### config.mk
export PLATFORM = sky130hd
export DESIGN_NAME = shuffle_ctrl
export DESIGN_NICKNAME = d
export VERILOG_FILES = /design/src/rtl/shuffle_pkg.sv /design/src/rtl/lfsr16.sv /design/src/rtl/shuffle_ctrl.sv
export SDC_FILE = /design/constraint.sdc
export NUM_CORES = 1
export LEC_CHECK = 0
export CAP_MARGIN = 20
export CORE_ASPECT_RATIO = 0.75
export CORE_MARGIN = 2
export CORE_UTILIZATION = 44
export CTS_BUF_LIST = sky130_fd_sc_hd__clkbuf_16
export DETAILED_ROUTE_END_ITERATION = 6
export PLACE_DENSITY = 0.81
export SLEW_MARGIN = 15
export SYNTH_ARGS = -nofsm -noshare
export SYNTH_HDL_FRONTEND = slang
export SYNTH_SLANG_ARGS = --single-unit
### constraint.sdc
create_clock -name clk -period 2.2 [get_ports clk]
set_input_delay 0.55 -clock clk [delete_from_list [all_inputs] [get_ports clk]]
set_output_delay 0.55 -clock clk [all_outputs]
set_load 0.01 [all_outputs]
### src/rtl/shuffle_pkg.sv
// shuffle_pkg: shared types, constants and the permutation check for shuffle_ctrl.
package shuffle_pkg;

    typedef enum logic [2:0] {IDLE, INIT, DRAW, SWAP, CHECK, DONE} state_t;

    localparam logic [15:0] LFSR_MASK = 16'hB400;
    localparam int N_ENTRIES = 8;
    localparam int IDX_W = 3;
    localparam int VAL_W = 4;

    // True when no entry has its top bit set and every index 0..7 appears once.
    function automatic logic perm_valid(input logic [N_ENTRIES*VAL_W-1:0] r);
        logic [N_ENTRIES-1:0] seen;
        logic bad;
        seen = '0;
        bad = 1'b0;
        for (int k = 0; k < N_ENTRIES; k++) begin
            bad |= r[VAL_W*k+IDX_W];
            seen |= N_ENTRIES'(1) << r[VAL_W*k +: IDX_W];
        end
        return !bad && (&seen);
    endfunction

endpackage

### src/rtl/lfsr16.sv
// lfsr16: 16-bit Galois LFSR (x^16+x^14+x^13+x^11+1), shifting right, with load.
module lfsr16 import shuffle_pkg::*; #(
    parameter logic [15:0] SEED = 16'hACE1,
    parameter int QW = 16
) (
    input  logic          clk,
    input  logic          rst_n,
    input  logic          en,
    input  logic          load,
    input  logic [15:0]   load_val,
    output logic [QW-1:0] q
);
    logic [15:0] s;

    always_ff @(posedge clk or negedge rst_n)
        if (!rst_n) s <= SEED;
        else if (load) s <= load_val;
        else if (en) s <= (s >> 1) ^ (s[0] ? LFSR_MASK : 16'h0);

    assign q = s[QW-1:0];
endmodule

### src/rtl/shuffle_ctrl.sv
// shuffle_ctrl: drives a Fisher-Yates shuffle of the 8-entry permutation file
// using LFSR rejection sampling, then verifies the result is still a permutation.
module shuffle_ctrl import shuffle_pkg::*; #(
    parameter logic [15:0] SEED = 16'hACE1,
    parameter int MAX_RETRY = 4
) (
    input  logic             clk,
    input  logic             rst_n,
    input  logic             start,
    input  logic             seed_load,
    input  logic [15:0]      seed_in,
    input  logic [31:0]      r_in,
    output logic             init,
    output logic             swapxy,
    output logic [IDX_W-1:0] x,
    output logic [IDX_W-1:0] y,
    output logic             busy,
    output logic             done,
    output logic             perm_ok
);
    state_t state, state_n;
    logic [IDX_W-1:0] i, cand;
    logic [3:0] retry;
    logic accept, give_up;

    lfsr16 #(.SEED(SEED), .QW(IDX_W)) u_lfsr (
        .clk      (clk),
        .rst_n    (rst_n),
        .en       (state == DRAW),
        .load     (state == IDLE && seed_load),
        .load_val (seed_in == 16'h0 ? SEED : seed_in),
        .q        (cand)
    );

    assign accept  = cand <= i;
    assign give_up = retry == 4'(MAX_RETRY - 1);

    always_comb begin
        state_n = state;
        case (state)
            IDLE:    state_n = start ? INIT : IDLE;
            INIT:    state_n = DRAW;
            DRAW:    state_n = (accept || give_up) ? SWAP : DRAW;
            SWAP:    state_n = (i == 3'd1) ? CHECK : DRAW;
            CHECK:   state_n = DONE;
            DONE:    state_n = IDLE;
            default: state_n = IDLE;
        endcase
    end

    assign init   = state == INIT;
    assign swapxy = state == SWAP;
    assign busy   = state != IDLE;
    assign done   = state == DONE;

    always_ff @(posedge clk or negedge rst_n) begin
        if (!rst_n) begin
            state   <= IDLE;
            i       <= '0;
            retry   <= '0;
            x       <= '0;
            y       <= '0;
            perm_ok <= 1'b0;
        end else begin
            state <= state_n;
            if (state == IDLE && start) perm_ok <= 1'b0;
            if (state == INIT) begin
                i     <= 3'd7;
                retry <= '0;
            end
            // An exhausted retry budget falls back to a harmless self-swap.
            if (state == DRAW) begin
                if (accept || give_up) begin
                    x     <= i;
                    y     <= accept ? cand : i;
                    retry <= '0;
                end else begin
                    retry <= retry + 4'd1;
                end
            end
            if (state == SWAP && i != 3'd1) i <= i - 3'd1;
            if (state == CHECK) perm_ok <= perm_valid(r_in);
        end
    end
endmodule
==> flow_metrics.env <==
export IMPL_status="finished clean"
export IMPL_wire_per_inst_um=14.9
export IMPL_async_flop_share_pct=100
export IMPL_insertion_delay_ns=0.28
export IMPL_initial_core_util_pct=46.6
export IMPL_die_area_sq_um=5880
export IMPL_path_clk_slew_ns=0.05
export IMPL_leakage_nw=1.44
export IMPL_end_kind="primary output"
export IMPL_power_share_clock_pct=20.0
export IMPL_die_w_um=87.9
export IMPL_drt_iter0_drc=220
export IMPL_switching_power_mw=1.46
export IMPL_cts_buffers=5
export IMPL_drive_above_1_share_pct=16.8
export IMPL_synth_cell_types=36
export IMPL_hpwl_um=5140
export IMPL_core_sq_um=4980
export IMPL_finalSetupTns_ns=0
export IMPL_syn_avg_cell_area_sq_um=7.64
export IMPL_ios=63
export IMPL_finalCritPeriodShare_pct=97.5
export IMPL_root_buffer="clkbuf_16"
export IMPL_areaGrowthSynthToFinish_pct=48.0
export IMPL_start_kind="register"
export IMPL_syn_inst=304
export IMPL_arrival_ns=1.59
export IMPL_tightest_slew_ns=0.415
export IMPL_port_buffers=62
export IMPL_synth_edf_count=0
export IMPL_max_slew_margin_pct=72.1
export IMPL_die_h_um=66.9
export IMPL_grt_pass1_vias=2335
export IMPL_combPwrFrac_pct=51.4
export IMPL_crit_type="register to primary output"
export IMPL_hold_viol=0
export IMPL_p_sw_share_pct=37.5
export IMPL_drt_first_pass_iters=6
export IMPL_finClkSkew_ns=0.00638
export IMPL_htreeDepth=2
export IMPL_gp_congestion=0.902
export IMPL_ctsHoldBuffers=0
export IMPL_synth_top_cell_area_share_pct=26.9
export IMPL_syn_nets=362
export IMPL_max_freq_mhz=466
export IMPL_slew_viol_final=0
export IMPL_rsz0062_at_grt="no"
export IMPL_yosys_warnings=0
export IMPL_yosysSeqAreaShare_pct=36.0
export IMPL_sequentialPowerShare_pct=28.5
export IMPL_internal_power_mw=2.44
export IMPL_nNetsFinal=449
export IMPL_synth_area_sq_um=2320
export IMPL_cp_required_ns=1.65
export IMPL_grt_max_degree=34
export IMPL_grt_pass1_wl_um=11000
export IMPL_synth_seq_cells=33
export IMPL_antenna_left=0
export IMPL_viasPerCell=5.64
export IMPL_rows=22
export IMPL_power_total_mw=3.90
export IMPL_peakVddDrop_mv=0.661
export IMPL_grt_antenna_before_repair=0
export IMPL_dr_total_vias=2619
export IMPL_clock_path_buffers=2
export IMPL_setup_viol=0
export IMPL_synth_ff_type="dfrtp_1"
export IMPL_gr_total_overflow=0
export IMPL_worstHoldPathType="register to register"
export IMPL_synth_area_leader_cell="dfrtp_1"
export IMPL_p_per_area_nw_per_um2=1130
export IMPL_cts_tree="done"
export IMPL_min_period_ns=2.14
export IMPL_drt_wl_total_um=6920
export IMPL_grt_usage_pct=24.3
export IMPL_drc=0
export IMPL_synth_area_top_cells="dfrtp_1 (27%), dfstp_2 (9.0%), nand2_1 (9.0%), nor2_1 (6.8%), a31oi_1 (4.8%)"
export IMPL_cts_sinks=33
export IMPL_diodes=0
export IMPL_worstPathMaxFanout=4
export IMPL_post_synth_top_count_cell="nand2_1"
export IMPL_synthTopCellsByCount="nand2_1 (56), nor2_1 (42), dfrtp_1 (25), a31oi_1 (18), inv_1 (12)"
export IMPL_drv_cap=0
final timing paths:
check | start | end | slack (ns) | cells past startpoint
worst max-delay path | state[0]$_DFF_PN0_ | swapxy | 0.06 | 4
worst min-delay path | u_lfsr.s[7]$_DFFE_PN1P_ | u_lfsr.s[6]$_DFFE_PN1P_ | 0.49 | 2
worst max register to register | u_lfsr.s[1]$_DFFE_PN0P_ | y[2]$_DFFE_PN0P_ | 0.11 | 6
worst min register to register | u_lfsr.s[7]$_DFFE_PN1P_ | u_lfsr.s[6]$_DFFE_PN1P_ | 0.49 | 2
max in group asynchronous | rst_n | u_lfsr.s[13]$_DFFE_PN1P_ | 1.17 | 2
min in group asynchronous | rst_n | x[0]$_DFFE_PN0P_ | 0.69 | 2
power groups by stage:
stage	clock network [mW]	logic (mW)	registers [mW]
floorplan	0	1.16	1.08
CTS	0.782	1.86	1.10
global placement	0	1.76	1.09
detailed placement	0	1.82	1.10
global route	0.815	2.21	1.14
finish	0.781	2.00	1.11
worst max-delay path: stages (launching register included):
cell and delay (ns):
dfrtp_1 0.42, nor2b_4 0.19, nand2_1 0.07, inv_1 0.10, clkdlybuf4s50_1 0.54
routing by layer:
layer | vias up | track usage [%] | wire (um)
met1 | 1209 | 32.8 | 3140
met2 | 144 | 39.1 | 3120
met3 | 11 | 6.44 | 592
met5 | - | 0 | 0
li1 | 1255 | - | -
met4 | 0 | 5.00 | 66
cell type report:
class	instances	area, sq um
fillers	396	1540
multi-input cells	241	1410
repair buffers	98	893
flip-flops and latches	33	837
clock buffers	5	125
well taps	72	90.1
inverters	12	45.0
clock inverters	3	37.5
flip-flops by register name, summed over array words and instances (netlist names):
register and flops:
u_lfsr.s 16, retry 4, i 3, state 3, x 3, y 3
perm_ok 1
kinds of logic (layout without fill, tap and decap cells):
family | Yosys count | after routing | synth area share (%)
muxes | 9 | 9 | 4.31
buffers and inverters | 30 | 118 | 5.28
adders and majority gates | 6 | 6 | 3.23
AOI/OAI and AO/OA | 57 | 57 | 15.3
DFF | 33 | 33 | 36.0
xor gates and xnor gates | 3 | 3 | 1.13
and+or+nand+nor | 166 | 166 | 34.8
per-stage QoR:
stage | hold WS [ns] | cell area (sq um) | utilization (%) | cells | setup slack (ns)
after floorplan | 0.254 | 2320 | - | 304 | 0.0679
after global placement | 0.477 | 3210 | 64.5 | 454 | -0.0161
after detailed placement | 0.478 | 3210 | 64.5 | 454 | -0.0238
after CTS | 0.486 | 3380 | 67.8 | 462 | -0.0254
after global routing | 0.514 | 3440 | 69.0 | 464 | 0.00996
final | 0.485 | 3440 | 69.0 | 464 | 0.0552
cell usage in the layout (no fill, tap or decap), drive strengths merged:
master and n:
dfrtp 25, nand3b 10, a32oi 1, bufinv 1
and2 2, nand2 56, and3 4, a22oi 6
a31oi 18, dfstp 8, o22ai 6, o21ai 12
nor3b 10, a21oi 12, nand2b 2, nor2 42
and3b 1, and4 1, dlymetal6s2s 1, buf 36
mux2 8, inv 13, clkinv 1, a21o 1
mux2i 1, nand4 9, nor2b 3, xnor2 3
clkdlybuf4s50 61, ha 6, nand3 8, clkbuf 5
o31ai 1, nor4 6, or4 4, nor3 8
timing repair:
| item | CTS | global route |
|---|---|---|
| endpoints found under the setup margin | 3 | 9 |
| resized for setup | 2 | 7 |
| setup buffers | 0 | 2 |
| pin swaps | 0 | 1 |
(Power assumes the default switching activity.)
